--- config.mk ---
export PLATFORM = sky130hd
export DESIGN_NAME = uart_rx_fsm
export DESIGN_NICKNAME = d
export VERILOG_FILES = /design/src/rtl/uart_rx_fsm.sv
export SDC_FILE = /design/constraint.sdc
export NUM_CORES = 1
export LEC_CHECK = 0
export ABC_CLOCK_PERIOD_IN_PS = 4900
export BUFFER_PORTS_ARGS = -buffer_cell sky130_fd_sc_hd__buf_2
export CORE_MARGIN = 1.5
export CORE_UTILIZATION = 60
export CTS_BUF_LIST = sky130_fd_sc_hd__clkbuf_4
export DETAILED_ROUTE_END_ITERATION = 10
export PLACE_DENSITY = 0.87
export RECOVER_POWER = 100
export SLEW_MARGIN = 15
export SYNTH_ARGS = -nofsm -noshare
export SYNTH_HDL_FRONTEND = slang
export SYNTH_SLANG_ARGS = --single-unit
--- constraint.sdc ---
create_clock -name clk -period 4.9 [get_ports clk]
set_input_delay 0.49 -clock clk [delete_from_list [all_inputs] [get_ports clk]]
set_output_delay 0.49 -clock clk [all_outputs]
set_load 0.05 [all_outputs]
--- src/rtl/uart_rx_fsm.sv ---
// -----------------------------------------------------------------------------
// uart_rx_fsm
//   Control FSM for an oversampling UART receiver. It detects the start bit,
//   counts oversample edges per bit, steers the external sampler and
//   deserializer, checks parity and stop bit, and flags a good frame.
//
// Ports
//   clk          in   receive clock, all logic on the rising edge
//   RST          in   synchronous active-high reset
//   RX_IN        in   serial line (idle high), only looked at while IDLE
//   Prescale[5:0]in   oversampling ratio 8/16/32 (anything else -> 8)
//   PAR_EN       in   frame carries a parity bit
//   PAR_TYP      in   0 = even parity, 1 = odd parity
//   sampled_bit  in   sampler result, valid when edge_cnt == mid
//   P_DATA[7:0]  in   deserializer byte
//   edge_cnt[4:0]out  oversample edge counter within the current bit
//   dat_samp_en  out  sampler enable (every state but IDLE)
//   deser_en     out  deserializer shift enable (DATA only)
//   data_valid   out  one-cycle pulse, coincident with edge_cnt == last of STOP
//   par_err      out  parity error, held until the next start detect
//   stp_err      out  stop bit error, held until the next start detect
// -----------------------------------------------------------------------------
module uart_rx_fsm (
  input  logic       clk,
  input  logic       RST,
  input  logic       RX_IN,
  input  logic [5:0] Prescale,
  input  logic       PAR_EN,
  input  logic       PAR_TYP,
  input  logic       sampled_bit,
  input  logic [7:0] P_DATA,
  output logic [4:0] edge_cnt,
  output logic       dat_samp_en,
  output logic       deser_en,
  output logic       data_valid,
  output logic       par_err,
  output logic       stp_err
);

  typedef enum logic [2:0] {
    IDLE   = 3'd0,
    START  = 3'd1,
    DATA   = 3'd2,
    PARITY = 3'd3,
    STOP   = 3'd4
  } state_e;

  // Expected parity bit: XOR of the data, inverted for odd parity.
  function automatic logic parity_expected(input logic [7:0] data, input logic odd);
    return (^data) ^ odd;
  endfunction

  state_e     state_q, state_d;
  logic [4:0] edge_cnt_q, edge_cnt_d;
  logic [2:0] bit_cnt_q, bit_cnt_d;
  logic [5:0] p_l_q, p_l_d;
  logic       par_err_q, par_err_d;
  logic       stp_err_q, stp_err_d;
  logic       armed_q, armed_d;
  logic       dat_samp_en_q, dat_samp_en_d;
  logic       deser_en_q, deser_en_d;
  logic       data_valid_q, data_valid_d;

  logic [4:0] mid_s;
  logic [4:0] last_s;
  logic [4:0] pre_last_s;
  logic       at_mid_s;
  logic       at_last_s;

  // Bit-period landmarks derived from the latched prescale. For P_L = 32 the
  // low five bits are 0, so the 5-bit subtraction wraps to the right value.
  always_comb begin
    mid_s      = p_l_q[5:1];
    last_s     = p_l_q[4:0] - 5'd1;
    pre_last_s = p_l_q[4:0] - 5'd2;
    at_mid_s   = (edge_cnt_q == mid_s);
    at_last_s  = (edge_cnt_q == last_s);
  end

  // Next-state, counter, flag and output decode.
  always_comb begin
    state_d   = state_q;
    bit_cnt_d = bit_cnt_q;
    p_l_d     = p_l_q;
    par_err_d = par_err_q;
    stp_err_d = stp_err_q;
    // A line held low through reset must go high once before a start counts.
    armed_d   = armed_q | RX_IN;

    if (state_q == IDLE) begin
      edge_cnt_d = 5'd0;
    end else if (at_last_s) begin
      edge_cnt_d = 5'd0;
    end else begin
      edge_cnt_d = edge_cnt_q + 5'd1;
    end

    case (state_q)
      IDLE: begin
        bit_cnt_d = 3'd0;
        if (armed_q && !RX_IN) begin
          state_d   = START;
          par_err_d = 1'b0;
          stp_err_d = 1'b0;
          case (Prescale)
            6'd8, 6'd16, 6'd32: p_l_d = Prescale;
            default:            p_l_d = 6'd8;
          endcase
        end else begin
          state_d = IDLE;
        end
      end
      START: begin
        if (at_mid_s && sampled_bit) begin
          // Start bit did not hold low to mid-bit: treat as a glitch.
          state_d    = IDLE;
          edge_cnt_d = 5'd0;
          bit_cnt_d  = 3'd0;
        end else if (at_last_s) begin
          state_d   = DATA;
          bit_cnt_d = 3'd0;
        end else begin
          state_d = START;
        end
      end
      DATA: begin
        if (at_last_s) begin
          if (bit_cnt_q == 3'd7) begin
            state_d   = PAR_EN ? PARITY : STOP;
            bit_cnt_d = 3'd0;
          end else begin
            bit_cnt_d = bit_cnt_q + 3'd1;
          end
        end else begin
          state_d = DATA;
        end
      end
      PARITY: begin
        if (at_mid_s) begin
          par_err_d = (sampled_bit != parity_expected(P_DATA, PAR_TYP));
        end else begin
          par_err_d = par_err_q;
        end
        if (at_last_s) begin
          state_d = STOP;
        end else begin
          state_d = PARITY;
        end
      end
      STOP: begin
        if (at_mid_s) begin
          stp_err_d = ~sampled_bit;
        end else begin
          stp_err_d = stp_err_q;
        end
        if (at_last_s) begin
          state_d   = IDLE;
          bit_cnt_d = 3'd0;
        end else begin
          state_d = STOP;
        end
      end
      default: begin
        state_d    = IDLE;
        edge_cnt_d = 5'd0;
        bit_cnt_d  = 3'd0;
      end
    endcase

    dat_samp_en_d = (state_d != IDLE);
    deser_en_d    = (state_d == DATA);
    // Registered one cycle early so the pulse lines up with edge_cnt == last.
    // The stop sample (at mid) has already landed in stp_err_q by then.
    data_valid_d  = (state_q == STOP) && (edge_cnt_q == pre_last_s) &&
                    !par_err_q && !stp_err_q;
  end

  // State, counters, latched prescale, flags and registered outputs.
  always_ff @(posedge clk) begin
    if (RST) begin
      state_q       <= IDLE;
      edge_cnt_q    <= 5'd0;
      bit_cnt_q     <= 3'd0;
      p_l_q         <= 6'd8;
      par_err_q     <= 1'b0;
      stp_err_q     <= 1'b0;
      armed_q       <= 1'b0;
      dat_samp_en_q <= 1'b0;
      deser_en_q    <= 1'b0;
      data_valid_q  <= 1'b0;
    end else begin
      state_q       <= state_d;
      edge_cnt_q    <= edge_cnt_d;
      bit_cnt_q     <= bit_cnt_d;
      p_l_q         <= p_l_d;
      par_err_q     <= par_err_d;
      stp_err_q     <= stp_err_d;
      armed_q       <= armed_d;
      dat_samp_en_q <= dat_samp_en_d;
      deser_en_q    <= deser_en_d;
      data_valid_q  <= data_valid_d;
    end
  end

  assign edge_cnt    = edge_cnt_q;
  assign dat_samp_en = dat_samp_en_q;
  assign deser_en    = deser_en_q;
  assign data_valid  = data_valid_q;
  assign par_err     = par_err_q;
  assign stp_err     = stp_err_q;

endmodule

==> After elaboration in Yosys (flattened, before gate mapping) <==
Cells that the tools add are included.
{ "totals": {"register_bits": 23, "word_cells": 78} }
{ "classes": {"n_addsub": 4, "n_eq_ne": 17, "muxes": 24, "n_bitwise": 4, "reduce_logical": 19} }
{ "ops": {"columns": ["op", "n"], "rows": [
  ["two-way mux 3 bit", 9],
  ["== test 5 bit", 3],
  ["two-way mux 5 bit", 3],
  ["one-hot mux 3 bit (5 select lines)", 1],
  ["one-hot mux 3 bit (4 select lines)", 1],
  ["one-hot mux 5 bit (2 select lines)", 1],
  ["== test 3 x 2 -> 1 bit (second input constant)", 3],
  ["parity 8 bit", 1],
  ["== test 3 bit (second input constant)", 2],
  ["== test 6 x 4 -> 1 bit (second input constant)", 1],
  ["== test 6 x 5 -> 1 bit (second input constant)", 1],
  ["== test 6 bit (second input constant)", 1],
  ["two-way mux 6 bit", 1],
  ["!= test 2 bit (second input constant)", 3],
  ["AND reduction 3 bit", 2],
  ["adder 5 x 1 -> 5 bit (second input constant)", 1],
  ["logical AND 1 bit", 5],
  ["subtractor 5 x 1 -> 5 bit (second input constant)", 1],
  ["subtractor 5 x 2 -> 5 bit (second input constant)", 1],
  ["two-way mux 1 bit", 4],
  ["two-way mux 2 bit", 2],
  ["one-hot mux 1 bit (2 select lines)", 2],
  ["AND reduction 2 bit", 2],
  ["nonzero test 2 bit", 2],
  ["other kinds (12)", 15]
]} }

==> Longest topological paths before layout <==
{ "logic_depth": {"depth_word": 6, "mapped_depth": 8, "depth_no_buf": 8} }

==> Least setup slack after synthesis <==
Ideal clock, no wire load.
{ "synth_path": {"path_kind": "reg2reg", "start": "register edge_cnt_q[3] (netlist: edge_cnt[3])", "end": "register dat_samp_en_q (netlist: dat_samp_en)", "setup_ns": 0.129, "t_arrival_ns": 1.900, "slack_ns": 2.871, "stages_incl_launch_ff": 8, "synth_period_minus_slack_ns": 2.029, "path_cell_list": "dfxtp_1 > buf_2 > xor2_1 > xnor2_1 > o2111ai_4 > o21a_1 > o21ai_1 > nand3_1"} }
{ "synth_between": {"elab_chain_cells": 5, "elab_cells_between_ends": 10, "cone_classes": "2 x eq/ne; 6 x mux; 2 x reduce/logical"} }
{ "synth_rtl": {"columns": ["item", "line", "rtl"], "rows": [
  ["start, declared", "54", "logic [4:0] edge_cnt_q, edge_cnt_d;"],
  ["start signal, assigned", "193", "edge_cnt_q <= edge_cnt_d;"],
  ["== test 5 bit, on equally long branches", "77, 76", null],
  ["two-way mux 2 bit or logical AND 1 bit (tied branches)", "119, 114", null],
  ["two-way mux 2 bit", "114", "if (at_mid_s && sampled_bit) begin"],
  ["one-hot mux 3 bit (5 select lines) *", "98", "case (state_q)"],
  ["nonzero test 3 bit *", "170", "dat_samp_en_d = (state_d != IDLE);"],
  ["end signal, assigned", "199", "dat_samp_en_q <= dat_samp_en_d;"],
  ["end, declared", "60", "logic dat_samp_en_q, dat_samp_en_d;"]
]} }
Every way passes the cells marked *; elsewhere a longest branch is shown, timed or not.
A chain may end at the register's enable or synchronous reset.

==> Worst setup path in the final report <==
{ "layout_path": {"start": "register p_l_q[1]", "end": "register dat_samp_en_q (netlist: dat_samp_en)"} }
{ "layout_between": {"elab_chain_cells": 6, "elab_cells_between_ends": 11, "cone_classes": "1 x add/sub; 2 x eq/ne; 6 x mux; 2 x reduce/logical"} }
{ "layout_rtl": {"columns": ["item", "line", "rtl"], "rows": [
  ["start, declared", "56", "logic [5:0] p_l_q, p_l_d;"],
  ["start signal, assigned", "195", "p_l_q <= p_l_d;"],
  ["subtractor 5 x 1 -> 5 bit", "74", "last_s = p_l_q[4:0] - 5'd1;"],
  ["== test 5 bit", "77", "at_last_s = (edge_cnt_q == last_s);"],
  ["two-way mux 2 bit", "119", "end else if (at_last_s) begin"],
  ["two-way mux 2 bit", "114", null],
  ["one-hot mux 3 bit (5 select lines) *", "98", null],
  ["nonzero test 3 bit *", "170", null]
]} }
Marks and branches as above.

==> impl_results.html <==
<table>
<tr><th>Metric</th><th>Value</th></tr>
<tr><th colspan="2">Finish</th></tr>
<tr><td>Final #Nets</td><td>219</td></tr>
<tr><td>Share of layout cells above drive strength 1</td><td>13.02%</td></tr>
<tr><td>Commonest cells after routing, fill and taps aside</td><td>dfxtp_1 (23), nor2_1 (22), xnor2_1 (21), buf_2 (18), nand2_1 (13)</td></tr>
<tr><td>Growth of design area from synthesis to finish</td><td>9.902%</td></tr>
<tr><td>Commonest non-fill, non-tap cell in the layout</td><td>dfxtp_1</td></tr>
<tr><td>Ant diodes</td><td>0</td></tr>
<tr><th colspan="2">Die</th></tr>
<tr><td>Core area</td><td>2212 µm²</td></tr>
<tr><td>Overall die width</td><td>51.35 µm</td></tr>
<tr><td>Die height</td><td>51.35 µm</td></tr>
<tr><td>Row Count</td><td>17</td></tr>
<tr><td>Floorplan die area</td><td>2637 µm²</td></tr>
<tr><td>Number of top-level design ports</td><td>30</td></tr>
<tr><td>Initial standard-cell utilization of the core</td><td>63.40%</td></tr>
<tr><th colspan="2">Logic synthesis</th></tr>
<tr><td>Post-Syn Area</td><td>1403 µm²</td></tr>
<tr><td>Instance count of the mapped netlist</td><td>165</td></tr>
<tr><td>Number of storage elements in the synthesis netlist</td><td>23</td></tr>
<tr><td>Share of flip-flops with an asynchronous set or reset</td><td>0%</td></tr>
<tr><td>Average instance area after synthesis</td><td>8.501 µm²</td></tr>
<tr><td>Number of synthesized flops with an enable pin</td><td>0</td></tr>
<tr><td>Sequential element share of the synthesized area</td><td>32.83%</td></tr>
<tr><td>Yosys warning count</td><td>0</td></tr>
<tr><td>Number of distinct library cells after synthesis</td><td>39</td></tr>
<tr><td>Primary FF master, synth</td><td>dfxtp_1</td></tr>
<tr><td>Syn Nets</td><td>191</td></tr>
<tr><th colspan="2">Worst setup path</th></tr>
<tr><td>Largest driver fanout on the critical path</td><td>9</td></tr>
<tr><td>Data arrival, critical path</td><td>2.59 ns</td></tr>
<tr><td>Dominant delay contributor by cell family on the critical path</td><td>compound AO/OA/AOI/OAI gates</td></tr>
<tr><td>Worst path max stage delay</td><td>0.66 ns</td></tr>
<tr><td>Crit Path Class</td><td>flip-flop to flip-flop</td></tr>
<tr><td>Worst Path Required</td><td>5.10 ns</td></tr>
<tr><td>Worst path buffer plus inverter count</td><td>1</td></tr>
<tr><td>Element type at the critical path start</td><td>flip-flop</td></tr>
<tr><td>Sequence of cells on the critical path</td><td>inv_1, ha_1, xnor2_1, a22oi_2, o2111ai_1, mux2i_1, o21ai_0, nand3_1</td></tr>
<tr><td>Slowest library cell on the worst path</td><td>o2111ai_1</td></tr>
<tr><td>Worst Setup End Kind</td><td>flip-flop</td></tr>
<tr><th colspan="2">Global routing</th></tr>
<tr><td>Overall Global Routing Usage</td><td>23.40%</td></tr>
<tr><td>Maximum number of pins on one net before global-route repair</td><td>16</td></tr>
<tr><td>Total gr overflow</td><td>0</td></tr>
<tr><td>Wire length of the first global-routing pass</td><td>4781 µm</td></tr>
<tr><td>Initial antenna violation count</td><td>0</td></tr>
<tr><td>Vias in the first global route</td><td>1,111</td></tr>
<tr><th colspan="2">Detailed routing</th></tr>
<tr><td>Initial DRC Count</td><td>29</td></tr>
<tr><td>Via/cell ratio</td><td>5.605</td></tr>
<tr><td>Routed WL</td><td>2891 µm</td></tr>
<tr><td>First-pass iteration count of the detailed router</td><td>4</td></tr>
<tr><td>Routed wire length per instance</td><td>13.14 µm</td></tr>
<tr><td>DR vias</td><td>1,233</td></tr>
<tr><td># DRC</td><td>0</td></tr>
<tr><td>Remaining antenna violation count</td><td>0</td></tr>
<tr><th colspan="2">STA</th></tr>
<tr><td>Max Transition Viols Final</td><td>0</td></tr>
<tr><td>Tightest slew margin relative to the limit</td><td>46.76%</td></tr>
<tr><td>Time the worst path needs with I/O delays and setup</td><td>2.397 ns</td></tr>
<tr><td>Final setup vio count</td><td>0</td></tr>
<tr><td>Number of hold violations in the final report</td><td>0</td></tr>
<tr><td>Unrepaired setup endpoints after global routing</td><td>no</td></tr>
<tr><td>Slew @ Worst Pin</td><td>0.7978 ns</td></tr>
<tr><td>Final clock period utilization by the worst path</td><td>48.92%</td></tr>
<tr><td>Max Freq</td><td>0.4171 GHz</td></tr>
<tr><td>Setup tns final</td><td>0 ns</td></tr>
<tr><td>Min setup slack post-route</td><td>2.503 ns</td></tr>
<tr><td>Skew final</td><td>0.006980 ns</td></tr>
<tr><th colspan="2">Hold path</th></tr>
<tr><td>Min-delay worst type</td><td>input port to flip-flop</td></tr>
<tr><th colspan="2">Clock network</th></tr>
<tr><td>CTS tree</td><td>built</td></tr>
<tr><td>Post-cts repair resize count</td><td>0</td></tr>
<tr><td>Inserted Clock Buffers</td><td>3</td></tr>
<tr><td>Number of H-tree branching levels</td><td>1</td></tr>
<tr><td>Source-to-sink clock delay at the later pin of the worst-skew pair</td><td>0.31 ns</td></tr>
<tr><td>Count of buffers added by post-CTS timing repair for setup</td><td>0</td></tr>
<tr><td>Sink count of the clock tree</td><td>23</td></tr>
<tr><td>Post-CTS clock slew at the launch and capture registers of the worst setup and hold paths</td><td>0.13 ns</td></tr>
<tr><td>Maximum count of clock buffers along a single path</td><td>2</td></tr>
<tr><td>CTS Root Cell</td><td>clkbuf_4</td></tr>
<tr><td>Post-cts hold buffer count</td><td>0</td></tr>
<tr><th colspan="2">Power</th></tr>
<tr><td>Leakage power</td><td>0.6145 nW</td></tr>
<tr><td>Total power divided by cell area</td><td>211.2 nW/µm²</td></tr>
<tr><td>Switching power</td><td>0.08456 mW</td></tr>
<tr><td>Clock share of power</td><td>26.8%</td></tr>
<tr><td>Comb pwr share</td><td>13.6%</td></tr>
<tr><td>Sequential cell fraction of total power</td><td>59.6%</td></tr>
<tr><td>Switching share of total power</td><td>25.98%</td></tr>
<tr><td>P_int</td><td>0.2410 mW</td></tr>
<tr><td>Max IR drop VDD</td><td>0.0001416 V</td></tr>
<tr><th colspan="2">Place</th></tr>
<tr><td>Detailed placement HPWL</td><td>2279 µm</td></tr>
<tr><td>Routability cong.</td><td>0.9426</td></tr>
<tr><td>Port bufs</td><td>29</td></tr>
<tr><td>Setup slack after placement</td><td>2.785 ns</td></tr>
<tr><th colspan="2">Run status</th></tr>
<tr><td>Result of the run</td><td>complete, no violations</td></tr>
<tr><th colspan="2">Run</th></tr>
<tr><td>Max capacitance violation total</td><td>0</td></tr>
</table>
## synth_stat cells, types with 2 or more instances
cell,instances,area (µm²)
nand3_1,8,40.04
xnor2_1,21,183.9
ha_1,6,75.07
clkbuf_1,3,11.26
dfxtp_1,23,460.4
mux2i_1,5,50.05
nor2b_1,3,18.77
xor2_1,6,52.55
nor4_1,3,18.77
a31oi_1,4,25.02
o21ai_1,3,15.01
nand2_1,13,48.80
nor3_1,7,35.03
nand4b_1,3,26.28
nand2b_1,2,12.51
inv_1,10,37.54
a21oi_1,3,15.01
nor2_1,21,78.83
## power groups by stage
stage          Sequential (mW)  Clock, mW  Combinational [mW]
5_1_grt                  0.195     0.0982              0.0489
2_1_floorplan            0.199          0              0.0306
4_1_cts                  0.194     0.0900              0.0453
3_3_place_gp             0.198          0              0.0437
6_report                 0.194     0.0873              0.0442
3_5_place_dp             0.198          0              0.0453
## cell type report
class | count | area (µm²)
Sequential cell | 23 | 460.4
Fill cell | 190 | 670.6
Timing Repair Buffer | 29 | 131.4
Clock inverter | 1 | 5.005
Clock buffer | 3 | 22.52
Multi-Input combinational cell | 126 | 849.6
Tap cell | 28 | 35.03
Inverter | 10 | 37.54
## worst reg2reg max path, stage by stage, from the launching register on
cell and delay [ns]:
dfxtp_1 0.43, inv_1 0.12, ha_1 0.25, xnor2_1 0.18, a22oi_2 0.08, o2111ai_1 0.66, mux2i_1 0.20, o21ai_0 0.28
nand3_1 0.10
## through the flow
step           utilization, %  power [mW]  hold slack (ns)  cell area (µm²)  instances
5_1_grt                 69.68      0.3417           0.4063             1541        220
6_report                69.68      0.3255           0.4100             1541        220
4_1_cts                 71.49      0.3294           0.4041             1582        220
3_5_place_dp            70.25      0.2435           0.4603             1554        216
3_3_place_gp            70.25      0.2418           0.4625             1554        216
2_1_floorplan               -      0.2293           0.4435             1403        165
## kinds of logic (layout without fill, tap and decap cells)
family | after synthesis | after routing | share of synthesized area, %
DFF | 23 | 23 | 32.83
muxes | 5 | 5 | 3.568
xor gates and xnor gates | 28 | 28 | 18.02
adders and majority gates | 6 | 6 | 5.352
and+or+nand+nor | 64 | 64 | 22.30
AOI/OAI and AO/OA | 23 | 23 | 13.20
buffers and inverters | 16 | 43 | 4.728
## routing by layer
metal	GRT usage, %	vias to the layer above	wire length [µm]
li1	-	621	-
met1	30.18	561	1204
met2	41.99	49	1513
met3	2.632	2	159
met4	4.825	0	14
met5	0	-	0
## final timing paths
path	from	endpoint	slack, ns	cells after the start
worst min-delay path	RX_IN	armed_q	0.41	3
worst max-delay path	p_l_q[1]	dat_samp_en	2.50	8
worst min register to register	p_l_q[5]	p_l_q[5]	0.47	2
worst max register to register	p_l_q[1]	dat_samp_en	2.50	8
## flip-flops by register name, indices dropped and copies added (netlist names), 3 cells and up
name / count
edge_cnt: 5
state_q: 3
p_l_q: 6
bit_cnt_q: 3
No activity file was read; power rests on OpenSTA's default activity.
